[src/rtl/led_show_pkg.sv]
// Shared types and helpers for the LED show sequencer.
// This package holds the mode codes, the FSM states and the pattern helper functions.
package led_show_pkg;

    localparam int MODE_W = 3;

    localparam logic [MODE_W-1:0] MODE_OFF   = 3'd0;
    localparam logic [MODE_W-1:0] MODE_ALT   = 3'd1;
    localparam logic [MODE_W-1:0] MODE_CHASE = 3'd2;
    localparam logic [MODE_W-1:0] MODE_FILL  = 3'd3;
    localparam logic [MODE_W-1:0] MODE_BLINK = 3'd4;

    typedef enum logic [1:0] {
        ST_IDLE,
        ST_LOAD,
        ST_RUN
    } state_e;

    // Unused codes 5-7 collapse to OFF so the bank never shows an undefined pattern.
    function automatic logic [MODE_W-1:0] legal_mode(input logic [MODE_W-1:0] code);
        return (code > MODE_BLINK) ? MODE_OFF : code;
    endfunction

    function automatic logic [MODE_W-1:0] next_mode(input logic [MODE_W-1:0] mode);
        case (mode)
            MODE_ALT:   return MODE_CHASE;
            MODE_CHASE: return MODE_FILL;
            MODE_FILL:  return MODE_BLINK;
            MODE_BLINK: return MODE_ALT;
            default:    return MODE_OFF;
        endcase
    endfunction

    // Initial value of LED bit_idx for a mode.
    // The caller loops this over N_LEDS, so the function works for any bank width.
    function automatic logic init_pattern(input logic [MODE_W-1:0] mode, input int bit_idx);
        case (mode)
            MODE_ALT:              return bit_idx[0];
            MODE_CHASE, MODE_FILL: return (bit_idx == 0);
            MODE_BLINK:            return 1'b1;
            default:               return 1'b0;
        endcase
    endfunction

endpackage

[src/rtl/led_show_if.sv]
// Host-side bundle of the LED show sequencer.
// It carries the enables, the mode request handshake and the LED/status outputs.
interface led_show_if
    import led_show_pkg::*;
#(
    parameter int N_LEDS = 28
);
    logic              en;
    logic              auto_en;
    logic              req_valid;
    logic [MODE_W-1:0] req_mode;
    logic              req_ready;
    logic [N_LEDS-1:0] led;
    logic [MODE_W-1:0] cur_mode;
    logic              tick;

    modport master (
        output en, auto_en, req_valid, req_mode,
        input  req_ready, led, cur_mode, tick
    );

    modport slave (
        input  en, auto_en, req_valid, req_mode,
        output req_ready, led, cur_mode, tick
    );
endinterface

[src/rtl/led_tick_prescaler.sv]
// Free-running divider that produces one pattern tick every TICK_DIV cycles while run is high.
// The clear input restarts the count so that a new pattern gets a full first period.
module led_tick_prescaler #(
    parameter int TICK_DIV = 49999997
) (
    input  logic clk,
    input  logic rst,
    input  logic clear,
    input  logic run,
    output logic tick
);
    localparam int CW = $clog2(TICK_DIV);
    localparam logic [CW-1:0] LAST = CW'(TICK_DIV - 1);

    logic [CW-1:0] count_q, count_d;

    // NOTE: every path below starts from a default, so no latch is inferred.
    always_comb begin
        count_d = count_q;
        if (clear) begin
            count_d = '0;
        end else if (run) begin
            count_d = (count_q == LAST) ? '0 : count_q + CW'(1);
        end
    end

    always_ff @(posedge clk) begin
        if (rst) begin
            count_q <= '0;
        end else begin
            count_q <= count_d;
        end
    end

    assign tick = run && (count_q == LAST);

endmodule

[src/rtl/led_show_sequencer.sv]
// LED bank scheduler: it selects the blink pattern, steps the pattern on each prescaler tick,
// rotates through the modes automatically and accepts forced modes from a host.
module led_show_sequencer #(
    parameter int N_LEDS     = 28,
    parameter int TICK_DIV   = 49999997,
    parameter int SHOW_TICKS = 16
) (
    input logic       clk,
    input logic       rst,
    led_show_if.slave bus
);
    import led_show_pkg::*;

    localparam int DW = $clog2(SHOW_TICKS) + 1;
    localparam logic [DW-1:0] DWELL_LAST = DW'(SHOW_TICKS - 1);

    state_e            state_q;
    logic [N_LEDS-1:0] led_q;
    logic [MODE_W-1:0] cur_mode_q;
    logic [DW-1:0]     dwell_q;
    logic [N_LEDS-1:0] init_led_d;
    logic [N_LEDS-1:0] step_led_d;
    logic              tick;

    led_tick_prescaler #(
        .TICK_DIV(TICK_DIV)
    ) u_prescaler (
        .clk  (clk),
        .rst  (rst),
        .clear(state_q != ST_RUN),
        .run  (state_q == ST_RUN),
        .tick (tick)
    );

    always_comb begin
        for (int i = 0; i < N_LEDS; i++) begin
            init_led_d[i] = init_pattern(cur_mode_q, i);
        end
    end

    always_comb begin
        step_led_d = '0;
        case (cur_mode_q)
            MODE_ALT, MODE_BLINK: step_led_d = ~led_q;
            MODE_CHASE:           step_led_d = {led_q[N_LEDS-2:0], led_q[N_LEDS-1]};
            MODE_FILL:            step_led_d = (&led_q) ? '0 : {led_q[N_LEDS-2:0], 1'b1};
            default:              step_led_d = '0;
        endcase
    end

    // The order of priority is: en low first, then a host request, then auto-advance, then the normal pattern step.
    // NOTE: state is assigned non-blocking so that every branch reads the pre-edge values.
    always_ff @(posedge clk) begin
        if (rst) begin
            state_q    <= ST_IDLE;
            led_q      <= '0;
            cur_mode_q <= MODE_OFF;
            dwell_q    <= '0;
        end else if (!bus.en) begin
            state_q <= ST_IDLE;
            led_q   <= '0;
        end else begin
            case (state_q)
                ST_IDLE: begin
                    led_q      <= '0;
                    cur_mode_q <= MODE_ALT;
                    state_q    <= ST_LOAD;
                end
                ST_LOAD: begin
                    led_q   <= init_led_d;
                    dwell_q <= '0;
                    state_q <= ST_RUN;
                end
                ST_RUN: begin
                    if (bus.req_valid) begin
                        cur_mode_q <= legal_mode(bus.req_mode);
                        state_q    <= ST_LOAD;
                    end else if (tick) begin
                        if (bus.auto_en && (dwell_q == DWELL_LAST)) begin
                            cur_mode_q <= next_mode(cur_mode_q);
                            dwell_q    <= '0;
                            state_q    <= ST_LOAD;
                        end else begin
                            led_q   <= step_led_d;
                            // The dwell count wraps, so it stays bounded while auto-advance is off.
                            dwell_q <= (dwell_q == DWELL_LAST) ? '0 : dwell_q + DW'(1);
                        end
                    end
                end
                default: state_q <= ST_IDLE;
            endcase
        end
    end

    assign bus.led       = led_q;
    assign bus.cur_mode  = cur_mode_q;
    assign bus.req_ready = (state_q == ST_RUN);
    assign bus.tick      = tick;

endmodule

[src/flat_wrapper.sv]
// flat-port wrapper written by rule: the top's interface ports become plain ports
module led_show_sequencer_flat import led_show_pkg::*;
#(
    parameter int N_LEDS     = 28,
    parameter int TICK_DIV   = 49999997,
    parameter int SHOW_TICKS = 16
)
  (clk, rst, bus_en, bus_auto_en, bus_req_valid, bus_req_mode, bus_req_ready, bus_led, bus_cur_mode, bus_tick);
  led_show_if #(.N_LEDS(N_LEDS)) bus_i ();
  input logic clk;
  input logic rst;
  input wire logic [$bits(bus_i.en)-1:0] bus_en;
  input wire logic [$bits(bus_i.auto_en)-1:0] bus_auto_en;
  input wire logic [$bits(bus_i.req_valid)-1:0] bus_req_valid;
  input wire logic [$bits(bus_i.req_mode)-1:0] bus_req_mode;
  output wire logic [$bits(bus_i.req_ready)-1:0] bus_req_ready;
  output wire logic [$bits(bus_i.led)-1:0] bus_led;
  output wire logic [$bits(bus_i.cur_mode)-1:0] bus_cur_mode;
  output wire logic [$bits(bus_i.tick)-1:0] bus_tick;
  assign bus_i.en = bus_en;
  assign bus_i.auto_en = bus_auto_en;
  assign bus_i.req_valid = bus_req_valid;
  assign bus_i.req_mode = bus_req_mode;
  assign bus_req_ready = bus_i.req_ready;
  assign bus_led = bus_i.led;
  assign bus_cur_mode = bus_i.cur_mode;
  assign bus_tick = bus_i.tick;
  led_show_sequencer #(.N_LEDS(N_LEDS), .TICK_DIV(TICK_DIV), .SHOW_TICKS(SHOW_TICKS)) u_core (.clk(clk), .rst(rst), .bus(bus_i));
endmodule
[config.mk]
export PLATFORM = sky130hd
export DESIGN_NAME = led_show_sequencer_flat
export DESIGN_NICKNAME = d
export VERILOG_FILES = /design/src/rtl/led_show_pkg.sv /design/src/rtl/led_show_if.sv /design/src/rtl/led_tick_prescaler.sv /design/src/rtl/led_show_sequencer.sv /design/src/flat_wrapper.sv
export SDC_FILE = /design/constraint.sdc
export NUM_CORES = 1
export LEC_CHECK = 0
export ABC_AREA = 0
export CAP_MARGIN = 20
export CORE_MARGIN = 5
export CORE_UTILIZATION = 50
export DETAILED_ROUTE_END_ITERATION = 8
export HOLD_SLACK_MARGIN = 0.02
export PLACE_DENSITY = 0.79
export SETUP_SLACK_MARGIN = 0.1
export SLEW_MARGIN = 25
export SYNTH_ARGS = -nofsm -noshare
export SYNTH_HDL_FRONTEND = slang
export SYNTH_SLANG_ARGS = --single-unit
[constraint.sdc]
create_clock -name clk -period 2.1 [get_ports clk]
set_clock_uncertainty 0.1 [all_clocks]
set_input_delay 0.42 -clock clk [delete_from_list [all_inputs] [get_ports clk]]
set_output_delay 0.42 -clock clk [all_outputs]
set_load 0.005 [all_outputs]
[Yosys cells after proc, flatten, opt, wreduce, memory -nomap -nowiden]
Cells that the tools add are included.
Operators by class
  muxes and demuxes: 25
  order comparisons: 1
  reductions and logical operators: 15
  eq/ne operators: 14
  bitwise logic cells: 2
  add/subtract/negate cells: 2
Operators by type and width (count)
  one-hot mux 28 bit (3 select lines): 2
  two-way mux 28 bit: 4
  NOT 28 bit: 1
  AND reduction 28 bit: 1
  adder 26 x 1 -> 26 bit, second input constant: 1
  equality test 26 bit, second input constant: 1
  two-way mux 26 bit: 1
  two-way mux 5 bit: 4
  two-way mux 3 bit: 4
  one-hot mux 3 bit (4 select lines): 1
  AND reduction 4 bit: 3
  one-hot mux 5 bit (2 select lines): 1
  != test 2 bit, second input constant: 4
  equality test 3 x 2 -> 1 bit, second input constant: 2
  two-way mux 2 bit: 3
  one-hot mux 2 bit (3 select lines): 1
  one-hot mux 3 bit (2 select lines): 1
  OR reduction 2 bit: 3
  adder 5 x 1 -> 5 bit, second input constant: 1
  equality test 5 x 4 -> 1 bit, second input constant: 1
  nonzero test 2 bit: 2
  equality test 3 x 1 -> 1 bit, second input constant: 1
  equality test 3 bit, second input constant: 1
  greater-than comparator 3 bit, second input constant: 1
  other kinds (11): 14
Storage, ports and cells
  output and inout port bits: 33
  word-level logic and storage cells: 64
  register bits: 64
  input bits: 8

[Depth between registers and ports, before layout]
  depth in word-level cells: 7
  depth in mapped cells: 9

[Cells and area by module]
From an unflattened synthesis, not the netlist that was laid out.
Unflattened totals
  cells, all modules: 441
  area total of the unflattened synthesis: 3644.7 um^2
By module, submodules not included
  led_show_sequencer: times used 1, area each 2277.2 um^2, cells an instance 284
  led_tick_prescaler: times used 1, area each 1367.6 um^2, cells an instance 157

[Least setup slack after synthesis]
OpenSTA, ideal clock, no wires.
  kind: flip-flop to flip-flop
  from: reg u_core.state_q[0]
  to: reg u_core.u_prescaler.count_q[22]
  setup slack: 31 ps
  cell stages (with the launch flop): 9
  path buffers: 1
  arrival time: 1834 ps
  required time: 1865 ps
  cell sequence: dfxtp_1 inv_1 ha_1 buf_2 nand3_1 nor4_1 nand4_1 xor2_1 nor2_1
Between the ends
  elaborated cells between the ends (all ways): 3
  classes of those cells: eq/ne: 2; reduce/logical: 1
RTL lines
  start: declaration: line led_show_sequencer.sv:17  | state_e state_q;
  start signal: assignment: line led_show_sequencer.sv:55  | state_q <= ST_IDLE;
  start signal: assignment: line led_show_sequencer.sv:60  | state_q <= ST_IDLE;
  start signal: assignment: line led_show_sequencer.sv:67  | state_q <= ST_LOAD;
  equality test 2 bit
  via bus_req_ready: line flat_wrapper.sv:16  | output wire logic [$bits(bus_i.req_ready)-1:0] bus_req_ready;
  end signal: assignment: line led_tick_prescaler.sv:31  | count_q <= count_d;
  end: declaration: line led_tick_prescaler.sv:15  | logic [CW-1:0] count_q, count_d;
The timed path passes the listed nets, and every way through them passes these cells.
A chain may end at the register's enable or synchronous reset.

[Final worst setup path]
  from: reg u_core.dwell_q[0]
  to: reg u_core.led_q[4], in the netlist u_core.bus.led[4]
Between the ends
  cells in the longest elaborated chain, start to end: 4
RTL lines
  start: declaration: line led_show_sequencer.sv:20  | logic [DW-1:0] dwell_q;
  start signal: assignment: line led_show_sequencer.sv:86  | dwell_q <= (dwell_q == DWELL_LAST) ? '0 : dwell_q + DW'(1);
  equality test 5 x 4 -> 1 bit: line led_show_sequencer.sv:79  | if (bus.auto_en && (dwell_q == DWELL_LAST)) begin
  logical AND 1 bit: line led_show_sequencer.sv:79
  != test 2 bit (no line)
  AND reduction 4 bit (no line)
  end signal: assignment: line led_show_sequencer.sv:70  | led_q <= init_led_d;
  end signal: assignment: line led_show_sequencer.sv:84  | led_q <= step_led_d;
  end: declaration: line led_show_sequencer.sv:18  | logic [N_LEDS-1:0] led_q;
Every way passes these cells.

==> qor.txt <==
Iteration-0 DRC Markers -> 263
synth top area cells -> dfxtp_1 (39%), a32o_1 (8.6%), o211ai_1 (6.0%)
Setup-failing EPs final -> 17
FP Rows -> 29
status -> complete, but fails checks
routability cong. -> 0.882
DR vias -> 3,203
Power Density -> 524 nW/um2
remaining routing DRC violations -> 0
count of cell types in the netlist -> 46
Vias/cell -> 5.92
relative slew slack -> 65.7%
hold buffer count at cts -> 0
core area -> 6350 um2
CP max stage delay -> 0.34 ns
Synth top area share -> 39.4%
period utilization -> 101%
fin area -> 4510 um2
largest net degree at the start of global routing -> 29
Ports -> 41
post-DP HPWL -> 5.75 mm
die area -> 8210 um2
Critical-path top delay cell -> dfxtp_2
Syn Std Cell Area -> 3250 um2
Main synth FF type -> dfxtp_1
crit path kind -> flip-flop to flip-flop
HP Class -> flip-flop to flip-flop
max-slew violations -> 0
worst-path maximum fanout -> 7
routed wire length -> 9.03 mm
root buf cell -> clkbuf_8
first-pass GRT wire length -> 14.2 mm
CP Data Required Time -> 2.28 ns
Worst VDD drop -> 0.423 mV
vias in the first global route -> 3,010
CP Launch Type -> flip-flop
Clock Path Buffers -> 2
post-route setup slack -> -0.0300 ns
fin crit period -> 2.13 ns
worst-margin pin slew -> 0.513 ns
RSZ-0062 raised after global routing -> yes
Fin. Hold Viols -> 0
Pleak -> 0.00167 uW
Initial Utilization -> 51.2%
CTS tree -> done
depth of the CTS H-tree -> 3
GRT overflow -> 0
final antenna-violating net count -> 0
initial antenna violation count -> 0
area growth from synthesis to layout -> 38.9%
Crit path max-delay family -> simple AND/OR/NAND/NOR gates
Fmax -> 469 MHz
Avg Cell Area, Syn -> 8.88 um2
Setup TNS Final -> -0.135 ns
WL per Instance -> 16.7 um
cell taking the most area after synthesis -> dfxtp_1
Chip Width -> 90.6 um
PortBufs -> 40
WP data arrival -> 2.31 ns
max-cap violations -> 0
register area share after synthesis -> 39.4%
most frequent cells in the layout -> dfxtp_1 (59), buf_4 (51), nand2_1 (49)
final net count -> 474
GRT Overall Usage -> 20.7%
share of cells above drive strength 1 -> 23.9%
DRT Pass-1 Iters -> 4
number of synthesized flops with an enable pin -> 0
Ant. Diodes -> 0
Cell Area, Placed -> 4070 um2
Clock Sinks -> 64
CP Buf/Inv Count -> 2
worst slack at placement -> -0.148 ns
synth warn -> 0
clock-pin slew on the worst setup and hold paths -> 0.07 ns
most common cell after layout, fill and taps aside -> dfxtp_1
CTS Buf Count -> 9
Die H -> 90.6 um
#FFs+latches synth -> 64
net count after synthesis -> 381
Cells after Synth -> 366
Crit. End Element -> flip-flop
asr flop ratio synth -> 0%
latest clock arrival within the worst-skew pair -> 0.35 ns
critical-path cell list -> ha_2 > and4b_2 > and2_4 > o31ai_4 > and4bb_2 > buf_6 > buf_16 > a32o_2
violated checks -> negative setup slack
## cell families (layout without fill, tap and decap cells)
logic type	after synthesis	after routing	synth area share, %
compound gates	75	75	19.4
fa+ha+maj	7	7	2.69
simple gates	157	157	25.3
xor+xnor	27	27	7.27
mux	6	6	1.85
flops	64	64	39.4
buf+inv	30	128	4.04
## repair_timing
| action | 4_1_cts | 5_1_grt |
|---|---|---|
| cloned | 1 | 2 |
| endpoints found under the setup margin | 34 | 43 |
| buffers inserted | 4 | 5 |
| pin swaps | 4 | 10 |
| resized for setup | 16 | 21 |
## synthesized netlist by cell type (2+ instances only)
cell type,n
inv_1,10
o22ai_1,2
nand4_4,2
nor4_1,4
mux2i_1,6
a32o_1,28
nor2_1,40
and3_1,8
xnor2_1,8
xor2_1,19
a21oi_1,2
o31ai_2,2
and4bb_2,3
nor3_1,5
dfxtp_1,64
o211ai_1,26
nand4_1,14
clkbuf_1,9
ha_1,7
and2_1,5
and4_1,2
buf_4,3
nand3_1,10
o21ai_0,6
buf_1,2
nand2_1,49
nor2b_1,5
buf_2,6
nand3b_1,2
## per-layer routing
metal	vias up	share of wire [%]	global-route usage [%]
met5	-	0	0
met3	17	5.8	4.00
met4	0	1.5	7.20
met2	117	52	35.6
met1	1521	41	25.6
li1	1548	-	-
## state kept, by name (all words and copies together) (netlist names)
register and flops:
u_core.bus.led 28, u_core.u_prescaler.count_q 26, u_core.dwell_q 5, u_core.bus.cur_mode 3
u_core.state_q 2
## worst paths after layout
kind	cells past startpoint	start	slack, ns	endpoint
worst max-delay path	8	u_core.dwell_q[0]$_SDFFE_PP0P_	-0.03	u_core.bus.led[4]$_SDFFE_PP0P_
worst min-delay path	1	u_core.dwell_q[4]$_SDFFE_PP0P_	0.39	u_core.dwell_q[4]$_SDFFE_PP0P_
worst max register to register	8	u_core.dwell_q[0]$_SDFFE_PP0P_	-0.03	u_core.bus.led[4]$_SDFFE_PP0P_
worst min register to register	1	u_core.dwell_q[4]$_SDFFE_PP0P_	0.39	u_core.dwell_q[4]$_SDFFE_PP0P_
## area by class of cell
class                      instances  area (um2)
multi-input combinational        272        1950
fill                             441        1840
sequential                        64        1290
timing repair buffer             102         962
clock buffer                      13         169
tap                               77        96.3
inverter                          10        37.5
clock inverter                     3        15.0
## power breakdown
part	leakage, uW	switching, uW	internal (uW)	total (uW)
clock	0.0000992	480	520	1000
combinational	0.00105	68.0	75.0	143
sequential	0.000518	5.24	1220	1220
## through the flow
step,power [uW],util (%),std cells,hold WS (ns)
final,2370,71.1,541,0.392
after global routing,2470,71.1,541,0.409
after CTS,2360,68.4,534,0.387
after detailed placement,1370,64.1,513,0.375
after global placement,1360,64.1,513,0.366
after floorplan,1310,-,366,0.330
(Power assumes the default switching activity.)
==> RTL edit (same flow settings) <==
`TICK_DIV` is set to 49999997 in 3 places; all go to 24999998.
--- a/src/rtl/led_tick_prescaler.sv
+++ b/src/rtl/led_tick_prescaler.sv
@@ -1,7 +1,7 @@
 // Free-running divider that produces one pattern tick every TICK_DIV cycles while run is high.
 // The clear input restarts the count so that a new pattern gets a full first period.
 module led_tick_prescaler #(
-    parameter int TICK_DIV = 49999997
+    parameter int TICK_DIV = 24999998
 ) (
     input  logic clk,
     input  logic rst,
--- a/src/rtl/led_show_sequencer.sv
+++ b/src/rtl/led_show_sequencer.sv
@@ -2,7 +2,7 @@
 // rotates through the modes automatically and accepts forced modes from a host.
 module led_show_sequencer #(
     parameter int N_LEDS     = 28,
-    parameter int TICK_DIV   = 49999997,
+    parameter int TICK_DIV   = 24999998,
     parameter int SHOW_TICKS = 16
 ) (
     input logic       clk,
--- a/src/flat_wrapper.sv
+++ b/src/flat_wrapper.sv
@@ -2,7 +2,7 @@
 module led_show_sequencer_flat import led_show_pkg::*;
 #(
     parameter int N_LEDS     = 28,
-    parameter int TICK_DIV   = 49999997,
+    parameter int TICK_DIV   = 24999998,
     parameter int SHOW_TICKS = 16
 )
   (clk, rst, bus_en, bus_auto_en, bus_req_valid, bus_req_mode, bus_req_ready, bus_led, bus_cur_mode, bus_tick);
Behaviour: same outputs for any inputs over 10 cycles, from zero or initial values and one cycle with rst high; that may be too few to reach the edited logic, so the function may still have changed.
==> RTL edit against the unedited design <==
  * Core utilization is 3.2 points higher
  * The run still ends with negative setup slack left
  * Clock power rose by 22%
  * Power up 8.3%
  * Sequential cell count shrank 1
  * Combinational power decreased by 4%
  * Routed wire length is 11% higher
  * Worst setup slack better by 6.2 ps
  * Synthesized area grew 1.4%
  * Largest cell class unchanged
  * Cell area is 5.2% higher
==> RTL edit: results (changes against the unedited design) <==
\begin{tabular}{lr}
\hline
Metric & Value \\
\hline
\multicolumn{2}{l}{\textbf{Synthesis}} \\
Sequential element share of the synthesized area & 0.3825 (-0.01161) \\
Commonest cells in the synthesized netlist & 63 x sky130\_fd\_sc\_hd\_\_dfxtp\_1, 53 x sky130\_fd\_sc\_hd\_\_nor2\_1, 28 x sky130\_fd\_sc\_hd\_\_o2bb2ai\_1 \\
Post-synth cell types & 54 (+17\%) \\
Leading post-synthesis cells by cell area & sky130\_fd\_sc\_hd\_\_dfxtp\_1 38\%, sky130\_fd\_sc\_hd\_\_o2bb2ai\_1 7.4\%, sky130\_fd\_sc\_hd\_\_nor2\_1 6.0\% \\
\multicolumn{2}{l}{\textbf{Clock tree}} \\
Post-CTS setup-driven buffer insertion count & 12 (+8) \\
Clk sinks & 63 (-1.6\%) \\
\multicolumn{2}{l}{\textbf{Run status}} \\
Outcome & finished, violations left \\
Failing checks & negative setup slack \\
\multicolumn{2}{l}{\textbf{Finish}} \\
Sequential Area & 0.001281 mm\^{}2 (-0.49\%) \\
Number of buffers outside the clock class in the layout & 119 (+17\%) \\
Count of multi-input combinational gates & 289 (+6.3\%) \\
Total Nets Final & 507 (+7.0\%) \\
Fraction of area in clock buffers and inverters & 0.04718 (+0.006437) \\
Multi-input gate area in the final layout & 0.002044 mm\^{}2 (+5.0\%) \\
Fillers & 437 (-0.91\%) \\
\multicolumn{2}{l}{\textbf{Power}} \\
Switching component of the power & 566.7 uW (+2.5\%) \\
VDD IR max & 0.5784 mV (+37\%) \\
Leak Pwr & 0.001743 uW (+4.4\%) \\
\multicolumn{2}{l}{\textbf{Timing}} \\
Crit path setup slack, layout & -23.84 ps (+6.174 ps) \\
Slew HR & 0.6947 (+0.03770) \\
Final setup violating endpoints & 1 (-16) \\
\multicolumn{2}{l}{\textbf{Global routing}} \\
Via count of the first global-routing pass & 3299 (+9.6\%) \\
Global-route wire length before repair & 15.82 mm (+11\%) \\
\multicolumn{2}{l}{\textbf{Detailed routing}} \\
Length of the first detailed-routing pass in iterations & 5 (+1) \\
First DRT Iteration DRCs & 243 (-7.6\%) \\
Via density per instance & 5.979 (+0.99\%) \\
\multicolumn{2}{l}{\textbf{Place}} \\
DPL Wire Length & 6.127 mm (+6.6\%) \\
Placer Congestion & 0.8430 (-4.4\%) \\
Post-DP Area & 0.004184 mm\^{}2 (+2.8\%) \\
\hline
\end{tabular}
==> RTL edit: changes by cell type in the layout (fill, tap and decap cells not counted), moves of 11 or more <==
cell / unedited run / this run
sky130_fd_sc_hd__a211oi_1: 0 / 13
sky130_fd_sc_hd__buf_4: 51 / 69
sky130_fd_sc_hd__o21ai_0: 6 / 20
sky130_fd_sc_hd__nand2_1: 49 / 22
sky130_fd_sc_hd__o2bb2ai_1: 0 / 28
sky130_fd_sc_hd__o211ai_1: 26 / 1
sky130_fd_sc_hd__xor2_1: 19 / 7
sky130_fd_sc_hd__a21oi_1: 1 / 14
sky130_fd_sc_hd__a32o_1: 27 / 0
sky130_fd_sc_hd__nor2_1: 40 / 51
==> RTL edit: logic make-up after synthesis <==
logic type               share of synthesized area
buffers and inverters                      0.04440
flip-flops                                  0.3825
AND/OR/NAND/NOR                             0.2695
XOR/XNOR                                   0.06641
multiplexers                              0.006072
adder cells (fa/ha/maj)                    0.02656
AO/OA/AOI/OAI                               0.2046
==> RTL edit: power by group through the flow <==
stage	Clock, uW	Sequential, uW	Combinational [uW]
after floorplan	0	1230	70.0
after CTS	1230	1210	127
final	1220	1210	137
after global routing	1300	1210	147
after global placement	0	1230	119
after detailed placement	0	1230	122
==> RTL edit: path summary, 6_finish.rpt <==
check                                                   from                        endpoint  slack (ps)  cells after the start
setup reg to reg  u_core.u_prescaler.count_q[2]$_SDFFE_PP0P_  u_core.dwell_q[0]$_SDFFE_PP0P_          20                      6
setup / recovery  u_core.u_prescaler.count_q[2]$_SDFFE_PP0P_                        bus_tick         -20                      5
hold reg to reg               u_core.dwell_q[4]$_SDFFE_PP0P_  u_core.dwell_q[4]$_SDFFE_PP0P_         330                      2
hold / removal                u_core.dwell_q[4]$_SDFFE_PP0P_  u_core.dwell_q[4]$_SDFFE_PP0P_         330                      2
==> RTL edit: routing by layer <==
layer	routed length [um]	vias to the layer above	part of all wire	global-route usage
met5	0	-	0	0
met4	268	0	0.027	0.09169
met3	527	29	0.053	0.06612
met2	4903	128	0.49	0.3774
met1	4280	1652	0.43	0.2834
li1	-	1623	-	-
==> RTL edit: through the flow <==
step / setup slack (ps) / cells / util
after CTS: 14.14 / 569 / 0.7206
after global routing: -102.2 / 574 / 0.7433
after detailed placement: -198.4 / 542 / 0.6552
final: -23.84 / 574 / 0.7433
after global placement: -362.1 / 541 / 0.6528
after floorplan: 112.8 / 381 / -
==> RTL edit: critical path, cell delays in order (launching register included) <==
cell,delay [ps]
sky130_fd_sc_hd__dfxtp_2,320
sky130_fd_sc_hd__or2b_1,280
sky130_fd_sc_hd__nor4_4,290
sky130_fd_sc_hd__nand2_2,130
sky130_fd_sc_hd__nor2_2,100
sky130_fd_sc_hd__buf_2,120
